$ cat config.mk
export PLATFORM = sky130hd
export DESIGN_NAME = sqrt_share_ctrl
export DESIGN_NICKNAME = d
export VERILOG_FILES = /design/src/rtl/sqrt_ctrl_pkg.sv /design/src/rtl/rr_pick.sv /design/src/rtl/sqrt.sv /design/src/rtl/sqrt_share_ctrl.sv
export SDC_FILE = /design/constraint.sdc
export NUM_CORES = 1
export LEC_CHECK = 0
export BUFFER_PORTS_ARGS = -buffer_cell sky130_fd_sc_hd__clkbuf_2
export CAP_MARGIN = 5
export CORE_ASPECT_RATIO = 1.1
export CORE_MARGIN = 5
export CORE_UTILIZATION = 61
export CTS_BUF_LIST = sky130_fd_sc_hd__clkbuf_2 sky130_fd_sc_hd__clkbuf_4 sky130_fd_sc_hd__clkbuf_8
export DETAILED_ROUTE_END_ITERATION = 8
export PLACE_DENSITY = 0.88
export SYNTH_ARGS = -nofsm -noshare
export SYNTH_HDL_FRONTEND = slang
export SYNTH_SLANG_ARGS = --single-unit
$ cat constraint.sdc
create_clock -name clk -period 6 [get_ports clk]
set_input_delay 0.3 -clock clk [delete_from_list [all_inputs] [get_ports clk]]
set_output_delay 0.3 -clock clk [all_outputs]
set_load 0.05 [all_outputs]
$ cat src/rtl/sqrt_ctrl_pkg.sv
// Shared types and helpers for the sqrt sharing controller.
package sqrt_ctrl_pkg;

  typedef enum logic [1:0] {
    IDLE = 2'd0,
    RUN  = 2'd1,
    RESP = 2'd2
  } state_t;

  function automatic int sqrt_iters(input int w);
    return w >> 1;
  endfunction

endpackage

$ cat src/rtl/rr_pick.sv
// Combinational round-robin picker: first asserted request at or after ptr, wrapping.
module rr_pick #(
  parameter int N  = 4,
  parameter int IW = (N > 1) ? $clog2(N) : 1
) (
  input  logic [N-1:0]  req,
  input  logic [IW-1:0] ptr,
  output logic [N-1:0]  gnt,
  output logic [IW-1:0] gnt_idx,
  output logic          any
);

  always_comb begin : pick
    int sum;
    logic [IW-1:0] idx;
    gnt     = '0;
    gnt_idx = '0;
    any     = 1'b0;
    sum     = 0;
    idx     = '0;
    for (int k = 0; k < N; k++) begin
      sum = int'(ptr) + k;
      if (sum >= N) sum = sum - N;
      idx = IW'(sum);
      if (!any && req[idx]) begin
        any      = 1'b1;
        gnt[idx] = 1'b1;
        gnt_idx  = idx;
      end
    end
  end

endmodule

$ cat src/rtl/sqrt.sv
// Iterative integer square root, one result bit per clock; no reset.
// Dropping go returns it to idle, so any stale run is discarded.
module sqrt #(
  parameter int WIDTH = 32
) (
  input  logic             clk,
  input  logic             go,
  input  logic [WIDTH-1:0] din,
  output logic             done,
  output logic [WIDTH-1:0] root
);

  localparam int H  = WIDTH / 2;
  localparam int CW = $clog2(H);

  logic             running;
  logic [CW-1:0]    cnt;
  logic [H:0]       rem;
  logic [H-1:0]     rt;
  logic [WIDTH-1:0] x;
  logic [H+2:0]     rem_sh;
  logic [H+2:0]     trial;
  logic [H+2:0]     diff;

  assign rem_sh = {rem, x[WIDTH-1 -: 2]};
  assign trial  = {1'b0, rt, 2'b01};
  assign diff   = rem_sh - trial;

  always_ff @(posedge clk) begin
    done <= 1'b0;
    if (!go) begin
      running <= 1'b0;
    end else if (!running) begin
      running <= 1'b1;
      x       <= din;
      rem     <= '0;
      rt      <= '0;
      cnt     <= '0;
    end else begin
      x   <= x << 2;
      cnt <= cnt + 1'b1;
      if (rem_sh >= trial) begin
        rem <= diff[H:0];
        rt  <= {rt[H-2:0], 1'b1};
      end else begin
        rem <= rem_sh[H:0];
        rt  <= {rt[H-2:0], 1'b0};
      end
      if (cnt == CW'(H - 1)) begin
        running <= 1'b0;
        done    <= 1'b1;
      end
    end
  end

  assign root = {{H{1'b0}}, rt};

endmodule

$ cat src/rtl/sqrt_share_ctrl.sv
// Round-robin sharing of one iterative sqrt unit between NREQ requesters.
//   state | meaning
//   IDLE  | granting the next requester in round-robin order
//   RUN   | sqrt unit running on op_q; waiting for a qualified done
//   RESP  | holding root for the granted requester until it accepts
module sqrt_share_ctrl
  import sqrt_ctrl_pkg::*;
#(
  parameter int WIDTH = 32,
  parameter int NREQ  = 4
) (
  input  logic                  clk,
  input  logic                  reset,
  input  logic [NREQ-1:0]       req_valid,
  output logic [NREQ-1:0]       req_ready,
  input  logic [NREQ*WIDTH-1:0] req_data,
  output logic [NREQ-1:0]       resp_valid,
  input  logic [NREQ-1:0]       resp_ready,
  output logic [WIDTH-1:0]      resp_data,
  output logic                  busy
);

  localparam int IW    = (NREQ > 1) ? $clog2(NREQ) : 1;
  localparam int CW    = $clog2(WIDTH + 4);
  localparam int ITERS = sqrt_iters(WIDTH);

  state_t           state, state_nx;
  logic [IW-1:0]    rr_ptr;
  logic [IW-1:0]    g_q;
  logic [WIDTH-1:0] op_q;
  logic [WIDTH-1:0] res_q;
  logic [CW-1:0]    cyc;

  logic [NREQ-1:0]  pick_gnt;
  logic [IW-1:0]    pick_idx;
  logic             pick_any;
  logic             sq_go;
  logic             sq_done;
  logic [WIDTH-1:0] sq_out;
  logic             honour;

  rr_pick #(.N(NREQ), .IW(IW)) u_pick (
    .req     (req_valid),
    .ptr     (rr_ptr),
    .gnt     (pick_gnt),
    .gnt_idx (pick_idx),
    .any     (pick_any)
  );

  sqrt #(.WIDTH(WIDTH)) u_sqrt (
    .clk  (clk),
    .go   (sq_go),
    .din  (op_q),
    .done (sq_done),
    .root (sq_out)
  );

  // The unit is never reset, so done only counts once a full run can have elapsed.
  assign honour = sq_done && (cyc >= CW'(ITERS));

  always_ff @(posedge clk) begin
    if (!reset) state <= IDLE;
    else        state <= state_nx;
  end

  always_comb begin
    state_nx = state;
    case (state)
      IDLE:    if (pick_any) state_nx = RUN;
      RUN:     if (honour) state_nx = RESP;
      RESP:    if (resp_ready[g_q]) state_nx = IDLE;
      default: state_nx = IDLE;
    endcase
  end

  always_comb begin
    req_ready  = '0;
    resp_valid = '0;
    resp_data  = '0;
    sq_go      = 1'b0;
    busy       = (state != IDLE);
    case (state)
      IDLE: req_ready = pick_gnt;
      RUN:  sq_go = 1'b1;
      RESP: begin
        resp_valid[g_q] = 1'b1;
        resp_data       = res_q;
      end
      default: ;
    endcase
  end

  always_ff @(posedge clk) begin
    if (!reset) begin
      rr_ptr <= '0;
      g_q    <= '0;
      op_q   <= '0;
      res_q  <= '0;
      cyc    <= '0;
    end else begin
      case (state)
        IDLE: if (pick_any) begin
          op_q <= req_data[pick_idx*WIDTH +: WIDTH];
          g_q  <= pick_idx;
          cyc  <= '0;
        end
        RUN: begin
          if (cyc != {CW{1'b1}}) cyc <= cyc + 1'b1;
          if (honour) res_q <= sq_out;
        end
        RESP: if (resp_ready[g_q]) begin
          rr_ptr <= (g_q == IW'(NREQ - 1)) ? '0 : g_q + 1'b1;
        end
        default: ;
      endcase
    end
  end

endmodule

==> results of run 1 <==
[cell usage in the layout (no fill, tap or decap), types with 4 or more instances in the layout]
master,Yosys,routed
buf_4,19,5
clkinvlp_4,0,5
a21oi_1,33,33
nand4_1,7,7
a211o_1,8,8
xnor2_1,11,11
mux2i_1,63,63
dfxtp_1,62,61
o221ai_1,24,24
nor2b_1,16,16
nor3_1,6,6
ha_1,32,32
o21ai_0,10,10
nand2b_1,6,6
a32oi_1,17,17
o21a_1,6,6
nor2_1,30,30
a21boi_0,21,21
a21o_1,5,5
o211a_1,6,6
nand2_1,100,100
clkbuf_8,0,17
mux2_2,30,30
mux4_2,4,4
and2_1,43,43
conb_1,1,16
xor2_1,8,8
clkinv_2,0,4
nand3_1,10,10
clkbuf_2,0,162
a221oi_1,4,4
a22oi_1,4,4
inv_1,30,29
edfxtp_1,69,69
[final timing paths]
check / endpoint / start
worst min-delay path: op_q[31]$_SDFFE_PN0P_ / req_data[31]
worst max-delay path: op_q[7]$_SDFFE_PN0P_ / rr_ptr[0]$_SDFFE_PN0P_
worst min register to register: res_q[9]$_SDFFE_PN0P_ / res_q[9]$_SDFFE_PN0P_
worst max register to register: op_q[7]$_SDFFE_PN0P_ / rr_ptr[0]$_SDFFE_PN0P_
[per-layer routing]
layer  GRT usage  vias up
met4     0.09582        0
met5           0        -
li1            -     3025
met2      0.3479      275
met1      0.2743     2842
met3     0.05626       41
[report_power, final]
part           switching [µW]  leakage (µW)  total (µW)  internal, µW
clock                     343      0.000182         712           369
combinational             299       0.00264         535           236
sequential               43.4       0.00119        1090          1040
total                     685       0.00401        2330          1650
[worst register-to-register path, delay by kind of cell (launching register included)]
| family | cells | cell delay, ns |
|---|---|---|
| AND/OR/NAND/NOR | 2 | 1.15 |
| buffers and inverters | 2 | 0.58 |
| AO/OA/AOI/OAI | 2 | 0.74 |
| multiplexers | 1 | 0.48 |
| adder cells (fa/ha/maj) | 1 | 0.49 |
| flip-flops | 1 | 0.31 |
[metrics by stage]
| stage | power [µW] | setup WS, ns | utilization | hold WS [ns] | area [µm²] |
|---|---|---|---|---|---|
| 6_report | 2335 | 2.146 | 0.7052 | 0.1634 | 8879 |
| 3_3_place_gp | 1620 | 2.384 | 0.6750 | 0.4392 | 8498 |
| 4_1_cts | 2348 | 2.158 | 0.7052 | 0.1378 | 8879 |
| 5_1_grt | 2457 | 1.846 | 0.7052 | 0.1754 | 8879 |
| 2_1_floorplan | 1520 | 2.750 | - | 0.4246 | 7890 |
| 3_5_place_dp | 1636 | 2.194 | 0.6750 | 0.4491 | 8498 |
[state kept, by name, indices dropped and copies added (netlist names)]
register and count:
op_q 32, u_sqrt.rt 16, u_sqrt.x 32, rr_ptr 2, g_q 2, res_q 16
u_sqrt.cnt 4, u_sqrt.rem 17, u_sqrt.done 1, u_sqrt.running 1, state 2, cyc 6
[cell type report]
type                       instances  area share
timing repair buffer             167     0.09555
clock buffer                      18     0.02720
tap                              157     0.02213
multi-input combinational        555      0.4531
clock inverter                    14     0.01564
inverter                          31     0.01311
sequential                       131      0.3733
[kinds of logic (layout without fill, tap and decap cells)]
family,Yosys count,after routing,share of synthesized area
AOI/OAI and AO/OA,156,156,0.1514
muxes,97,97,0.1351
buffers and inverters,94,230,0.07076
adders and majority gates,32,32,0.05111
DFF,131,131,0.4229
and+or+nand+nor,235,235,0.1469
xor gates and xnor gates,19,19,0.02124
other,1,16,0.0004787
==> qor.yml, run 1 <==
place:
  gp_congestion: 0.8798
  hpwl_um: 12070
  numPortBuffers: 162
  dp.cells: 1041
worst_setup_path:
  cp_slowest_stage_delay_ns: 0.99
  worstPathArrival_ns: 4.19
  worstPathMaxFanout: 34
  critPathSlowestCell: "and2_1"
  end_kind: "register"
  r2r_setup_slack_ns: 2.15
  cp-start-kind: "register"
  rr_worst_depth: 8
  worstSetupPathType: "reg2reg"
  cp_cell_sequence: "buf_4, inv_1, ha_1, mux4_2, o41ai_4, and2_1, nand2_1, o221ai_1"
  path_buf_inv: 2
  path_delay_family: "simple AND/OR/NAND/NOR gates"
  crit_required_ns: 6.34
  cp.depth: 8
cts:
  htreeDepth: 4
  clk_latency_ns: 0.44
  ctsResizeCount: 0
  clk_pin_slew_worst_paths_ns: 0.07
  cts_sinks: 131
  postCtsHoldBufs: 0
  cts_buffers: 17
  cts_buffer_depth: 2
  cts_tree: "built"
  clock-root-buffer: "clkbuf_8"
  postCtsSetupRepairBufs: 0
outcome:
  outcome: "finished, final reports clean"
sta:
  fin_skew_ns: 0.009790
  fin_crit_sh: 0.6424
  maxSlewHeadroom: 0.2208
  rsz0062_at_grt: "false"
  worstMarginPinSlew_ns: 1.169
  setup_viol: 0
  fmax_mhz: 259.5
  finalMaxSlewViolations: 0
  hold_viol: 0
  period_minus_slack_ns: 3.854
  tns_ns: 0
yosys:
  yosys_warnings: 0
  synth_top_area_cell: "edfxtp_1"
  syn-cell-area_um2: 7834
  yosysMostFrequentCell: "nand2_1"
  async_flop_share: 0
  synth_cell_types: 61
  synth-seq-cells: 131
  synth_commonest_cells: "nand2_1 (100), edfxtp_1 (69), mux2i_1 (63)"
  synth-edff-count: 69
  postSynthCellCount: 765
  synthTopCellsByArea: "edfxtp_1 (26%), dfxtp_1 (16%), mux2i_1 (8.0%)"
  synthFlopType: "edfxtp_1"
  syn_area_per_cell_um2: 10.24
  yosysSeqAreaShare: 0.4229
  yosys.area.top_type_share: 0.2645
floorplanning:
  start_util: 0.6222
  ios: 179
  core_area_um2: 12590
  fp.dieW_um: 118.1
  die_h_um: 128.9
  rows: 43
  die_area_um2: 15210
worst_hold_path:
  hold_path_class: "in2reg"
  holdPathStages: 3
drt:
  wl_met2_um: 7818
  first_iter_violations: 394
  drc: 0
  top_layer: "met4"
  post_drt_wl_per_cell_um: 15.48
  num_vias: 6183
  wl_um: 16610
  via_per_inst: 5.762
  m1WireLength_um: 6998
  drtPass1Iterations: 5
  antenna_left: 0
  wl_met3_um: 1308
flow_run:
  drv_cap: 0
layout:
  ff_latch_area_um2: 3314
  multi_input_area_um2: 4023
  area_growth_pct: 13.34
  n_fill_cell: 956
  instances_no_fill: 1073
  diodes: 0
  nets: 1073
  drive_gt1_frac: 0.2653
global_routing:
  grt_start_max_net_pins: 72
  grt_remaining_overflow: 0
  track_usage: 0.2152
  antenna_found_initial: 0
  grt_pass1_wl_um: 27240
  grt_pass1_vias: 6022
power:
  power.density_nw_per_um2: 263.0
  leakagePower_uw: 0.004010
  peakVddDrop_mv: 0.1490
Power figures use the tool's default switching activity.
==> inputs of run 2 (changes only) <==
- ABC_AREA: default -> 1
- CORE_UTILIZATION: 61 -> 57
- PLACE_DENSITY: 0.88 -> 0.82
- clock period: 6 -> 3.6 ns (I/O delays scaled with it)
==> run 2 against run 1 <==
Effect of this change:
- die area up 11%
- highest routed layer unchanged
- clock power up 90%
- critical endpoint is now req_ready[0]
- combinational power up 83%
- area after synthesis up 4.4%
- final area up 6.8%
- worst setup slack worse by 1.7 ns
==> qor.yml, run 2 <==
layout:
  mostFrequentLayoutCell: "nand2_1"
  reg.largest.list: "op_q: 32 flops, u_sqrt.x: 32 flops, u_sqrt.rem: 17 flops"
  instances_no_fill: 1491
  diodes: 0
  nets: 1456
  mostFrequentLayoutCells: "nand2_1 (304), inv_1 (189), clkbuf_2 (162)"
  drive_gt1_frac: 0.1771
  ff_latch_area_um2: 3314
  n_fill_cell: 1268
  multi_input_area_um2: 3806
  area_growth_pct: 15.86
cts:
  clk_latency_ns: 0.44
  clock-root-buffer: "clkbuf_8"
  cts_buffers: 17
  cts_sinks: 131
  cts_tree: "built"
  htreeDepth: 4
  ctsResizeCount: 0
  clk_pin_slew_worst_paths_ns: 0.08
  cts_buffer_depth: 2
yosys:
  yosys_warnings: 0
  postSynthCellCount: 1137
  synthTopCellsByArea: "edfxtp_1 (25%), dfxtp_1 (15%), nand2_1 (14%)"
  yosys.area.top_type_share: 0.2533
  synth-edff-count: 69
  syn-cell-area_um2: 8180
  synth_top_area_cell: "edfxtp_1"
  syn_area_per_cell_um2: 7.195
  yosysMostFrequentCell: "nand2_1"
  synth_cell_types: 41
  async_flop_share: 0
  synth_commonest_cells: "nand2_1 (304), inv_1 (189), nand3_1 (131)"
  synth-seq-cells: 131
  synthFlopType: "edfxtp_1"
  yosysSeqAreaShare: 0.4050
worst_setup_path:
  worstPathArrival_ns: 2.94
  crit_required_ns: 3.42
  worstSetupPathType: "reg2out"
  critPathSlowestCell: "dfxtp_1"
  cp_cell_sequence: "inv_2, ha_1, inv_1, nand3_1, nand2_2, inv_2, nand2_2, o21ai_0, o31ai_1, inv_1, clkbuf_2"
  path_delay_family: "buffers and inverters"
  cp-start-kind: "register"
  path_buf_inv: 5
  end_kind: "primary output"
  cp_slowest_stage_delay_ns: 0.53
  worstPathMaxFanout: 12
global_routing:
  grt_start_max_net_pins: 72
  grt_pass1_vias: 7404
  track_usage: 0.2472
  antenna_found_initial: 0
  grt_remaining_overflow: 0
  grt_pass1_wl_um: 34340
sta:
  holdWs_ns: 0.03641
  worstMarginPinSlew_ns: 0.9230
  hold_viol: 0
  fin_skew_ns: 0.01179
  setup_viol: 0
  rsz0062_at_grt: "false"
  tns_ns: 0
  finalMaxSlewViolations: 0
  fin_crit_sh: 0.8668
  period_minus_slack_ns: 3.121
  maxSlewHeadroom: 0.3847
  fmax_mhz: 320.5
power:
  peakVddDrop_mv: 0.2350
  leakagePower_uw: 0.004883
  p_total_uw: 4135
  power.density_nw_per_um2: 436.3
place:
  dp.cells: 1451
  hpwl_um: 15320
  gp_congestion: 1.006
  numPortBuffers: 162
floorplanning:
  fp.dieW_um: 124.2
  die_area_um2: 16850
  rows: 46
  ios: 179
  core_area_um2: 14270
  start_util: 0.5731
  die_h_um: 135.6
drt:
  num_vias: 7695
  via_per_inst: 5.161
  antenna_left: 0
  wl_um: 20740
  first_iter_violations: 560
  drc: 0
  drtPass1Iterations: 5
  post_drt_wl_per_cell_um: 13.91
outcome:
  outcome: "finished, final reports clean"
flow_run:
  drv_cap: 0
worst_hold_path:
  hold_path_class: "in2reg"
-- run 2: cell types whose count changed in the layout (fill, tap and decap cells not counted), moves of 17 or more --
cell      change
mux2i_1      -63
nand2_1     +204
nand3_1     +121
o221ai_1     -23
mux2_2       -30
and2_1       -43
a32oi_1      -17
a21boi_0     -20
nor2_1       +46
nand3b_1     +18
a21oi_1      +28
inv_1       +160
o21ai_0      +46
-- run 2: cell families after synthesis --
logic type      synth area share
simple gates              0.3012
buf+inv                   0.1378
compound gates           0.09483
flops                     0.4050
fa+ha+maj                0.04894
xor+xnor                 0.01178
other cells            0.0004584
-- run 2: final cells by class --
class / count / area share
Clock buffer: 17 / 0.02469
Multi-Input combinational cell: 763 / 0.4016
Tap cell: 192 / 0.02535
Timing Repair Buffer: 180 / 0.1019
Inverter: 193 / 0.07644
Sequential cell: 131 / 0.3497
Clock inverter: 15 / 0.02033
-- run 2: final timing paths --
kind                               start                        end  slack [ns]  depth (start not counted)
min reg2reg  u_sqrt.cnt[3]$_SDFFCE_PN0P_  u_sqrt.running$_SDFF_PN0_        0.46                          1
min                         req_data[42]      op_q[10]$_SDFFE_PN0P_        0.04                          5
max reg2reg       rr_ptr[0]$_SDFFE_PN0P_       op_q[4]$_SDFFE_PN0P_        0.63                         12
max               rr_ptr[0]$_SDFFE_PN0P_               req_ready[0]        0.48                         11
-- run 2: timing repair --
action                    CTS  global route
hold buffers                8             0
buffers inserted            0             0
hold endpoints to repair    8             0
-- run 2: metrics by stage --
step                  util  worst slack (ns)  area (µm²)
finish              0.6640            0.4795        9478
global route        0.6640            0.3186        9478
CTS                 0.6640            0.5192        9478
detailed placement  0.6285            0.6513        8971
global placement    0.6285            0.7577        8971
floorplan                -            0.1779        8239
-- run 2: metal layers --
layer  share of wire  routed length, µm  up-vias  global-route usage
li1                -                  -     3896                   -
met5               0                  0        -                   0
met1            0.43               8925     3458              0.3175
met4           0.028                573        0             0.09805
met2            0.48               9930      296              0.4141
met3           0.063               1311       45             0.04732
-- run 2: power breakdown --
part / switching, µW / internal (µW)
combinational: 631 / 348
sequential: 73.2 / 1740
clock: 641 / 706
total: 1340 / 2790
-- run 2: worst register-to-register path, cell delays in order (launching register included) --
cell and delay, ns:
dfxtp_1 0.53, inv_2 0.20, ha_1 0.43, inv_1 0.10, nand3_1 0.10, nand2_2 0.08
nand4_1 0.13, nand2_2 0.25, a21oi_4 0.68, nand3_1 0.18, nand3_1 0.11, nand2_1 0.05
inv_1 0.05
==> inputs of run 3 (changes only) <==
- CORE_MARGIN: 5 -> default
- PLACE_DENSITY: 0.82 -> 0.83
==> run 3 against run 2 <==
Effect of this change:
- combinational power grew 1%
- first-iteration DRC count increased by 19%
- register-to-register slack got worse by 0.097 ns
- global-route usage increased by 3.4 points
- critical path depth up 1
- via count is 0.49% higher
- critical endpoint is now op_q[18]$_SDFFE_PN0P_
- worst setup slack gained 0.053 ns
- clock-buffer cell count rose by 1
- flip-flop and latch count is the same
- non-clock buffer count rose by 1
- sequential share of layout area is 0.088 points higher
==> qor.yml, run 3 (synthesis results as in run 2) <==
outcome:
  outcome: "finished, final reports clean"
worst_setup_path:
  worstSetupPathType: "reg2reg"
  worstPathArrival_ns: 3.45
  crit_required_ns: 3.99
  end_kind: "register"
  cpMostUsedCell: "nand3_1"
  rr_worst_depth: 12
  r2r_setup_slack_ns: 0.53
  worstPathMaxFanout: 26
  cp-start-kind: "register"
  critPathSlowestCell: "a21oi_4"
  cp_cell_sequence: "inv_2, ha_1, inv_1, nand3_1, nand2_2, nand4_1, nand2_2, a21oi_4, nand3_1, nand3_1, nand2_1, inv_1"
  cp_slowest_stage_delay_ns: 0.71
floorplanning:
  rows: 45
  die_area_um2: 14830
  die_h_um: 127.6
  ios: 179
  core_area_um2: 13910
  fp.dieW_um: 116.2
  start_util: 0.5882
layout:
  mostFrequentLayoutCells: "nand2_1 (304), inv_1 (189), clkbuf_2 (162)"
  area_growth_pct: 15.57
  drive_gt1_frac: 0.1769
  diodes: 0
  mostFrequentLayoutCell: "nand2_1"
  nets: 1457
  reg.largest.list: "op_q: 32 flops, u_sqrt.x: 32 flops, u_sqrt.rem: 17 flops"
sta:
  fin_crit_sh: 0.8520
  hold_viol: 0
  period_minus_slack_ns: 3.067
  fmax_mhz: 326.0
  setup_viol: 0
  rsz0062_at_grt: "false"
  worstMarginPinSlew_ns: 0.7493
  finalMaxSlewViolations: 0
  fin_skew_ns: 0.01240
  maxSlewHeadroom: 0.4993
  tns_ns: 0
power:
  leakagePower_uw: 0.004864
  p_total_uw: 4006
  power.density_nw_per_um2: 423.7
  peakVddDrop_mv: 0.2117
drt:
  drc: 0
  antenna_left: 0
  post_drt_wl_per_cell_um: 13.35
  first_iter_violations: 666
  via_per_inst: 5.197
  wl_um: 19870
  drtPass1Iterations: 5
  num_vias: 7733
cts:
  clock-root-buffer: "clkbuf_8"
  clk_latency_ns: 0.43
  cts_tree: "built"
  postCtsHoldBufs: 8
  cts_buffers: 17
  htreeDepth: 4
  cts_buffer_depth: 2
  cts_sinks: 131
  ctsResizeCount: 0
  postCtsSetupRepairBufs: 0
  clk_pin_slew_worst_paths_ns: 0.08
flow_run:
  drv_cap: 0
worst_hold_path:
  hold_path_class: "in2reg"
  holdPathStages: 5
global_routing:
  grt_pass1_wl_um: 32510
  track_usage: 0.2807
  grt_pass1_vias: 7086
  antenna_found_initial: 0
  grt_remaining_overflow: 0
  grt_start_max_net_pins: 80
place:
  numPortBuffers: 162
  gp_congestion: 0.9490
  hpwl_um: 14650
==> run 3: changes by cell type in the layout (fill, tap and decap cells not counted), sizes merged <==
cell      delta
clkinvlp     +3
buf          +1
inv          -2
clkbuf       +1
bufinv       -2
==> run 3: layout make-up <==
class / count / area (µm²)
clock inverter: 14 / 142.6
timing repair buffer: 181 / 985.9
tap: 188 / 235.2
inverter: 193 / 724.4
multi-input combinational: 763 / 3804
sequential: 131 / 3314
clock buffer: 18 / 247.7
fill: 1221 / 4453
==> run 3: final timing paths <==
check | end | startpoint
worst max-delay path | op_q[18]$_SDFFE_PN0P_ | rr_ptr[0]$_SDFFE_PN0P_
worst min-delay path | op_q[11]$_SDFFE_PN0P_ | req_data[43]
worst max register to register | op_q[18]$_SDFFE_PN0P_ | rr_ptr[0]$_SDFFE_PN0P_
worst min register to register | op_q[5]$_SDFFE_PN0P_ | op_q[5]$_SDFFE_PN0P_
==> run 3: report_power, final <==
part	total, µW	switching, µW	leakage [µW]	internal [µW]
Combinational	990	640	0.00348	350
Sequential	1790	58.6	0.00119	1740
Clock	1220	637	0.000190	585
Total	4010	1340	0.00486	2670
==> run 3: critical path: cells and delay by family, from the launching register on <==
kind,cells,cell delay [ns]
buffers and inverters,3,0.35
and+or+nand+nor,7,0.98
adders and majority gates,1,0.44
DFF,1,0.53
AOI/OAI and AO/OA,1,0.71
==> run 3: metal layers <==
| layer | vias to the layer above | part of all wire | global-route usage |
|---|---|---|---|
| li1 | 3904 | - | - |
| met1 | 3479 | 0.43 | 0.3548 |
| met2 | 313 | 0.49 | 0.4713 |
| met3 | 37 | 0.064 | 0.05645 |
| met4 | 0 | 0.022 | 0.1018 |
| met5 | - | 0 | 0 |
==> run 3: per-stage QoR <==
step,worst slack [ns],util,hold slack (ns),instances,cell area [µm²]
after global routing,0.2098,0.6798,0.06351,1488,9454
after floorplan,0.1779,-,0.3159,1152,8239
after CTS,0.5360,0.6798,0.03012,1488,9454
after detailed placement,0.5951,0.6460,0.4153,1448,8984
after global placement,0.6947,0.6460,0.4109,1448,8984
final,0.5328,0.6798,0.05119,1488,9454
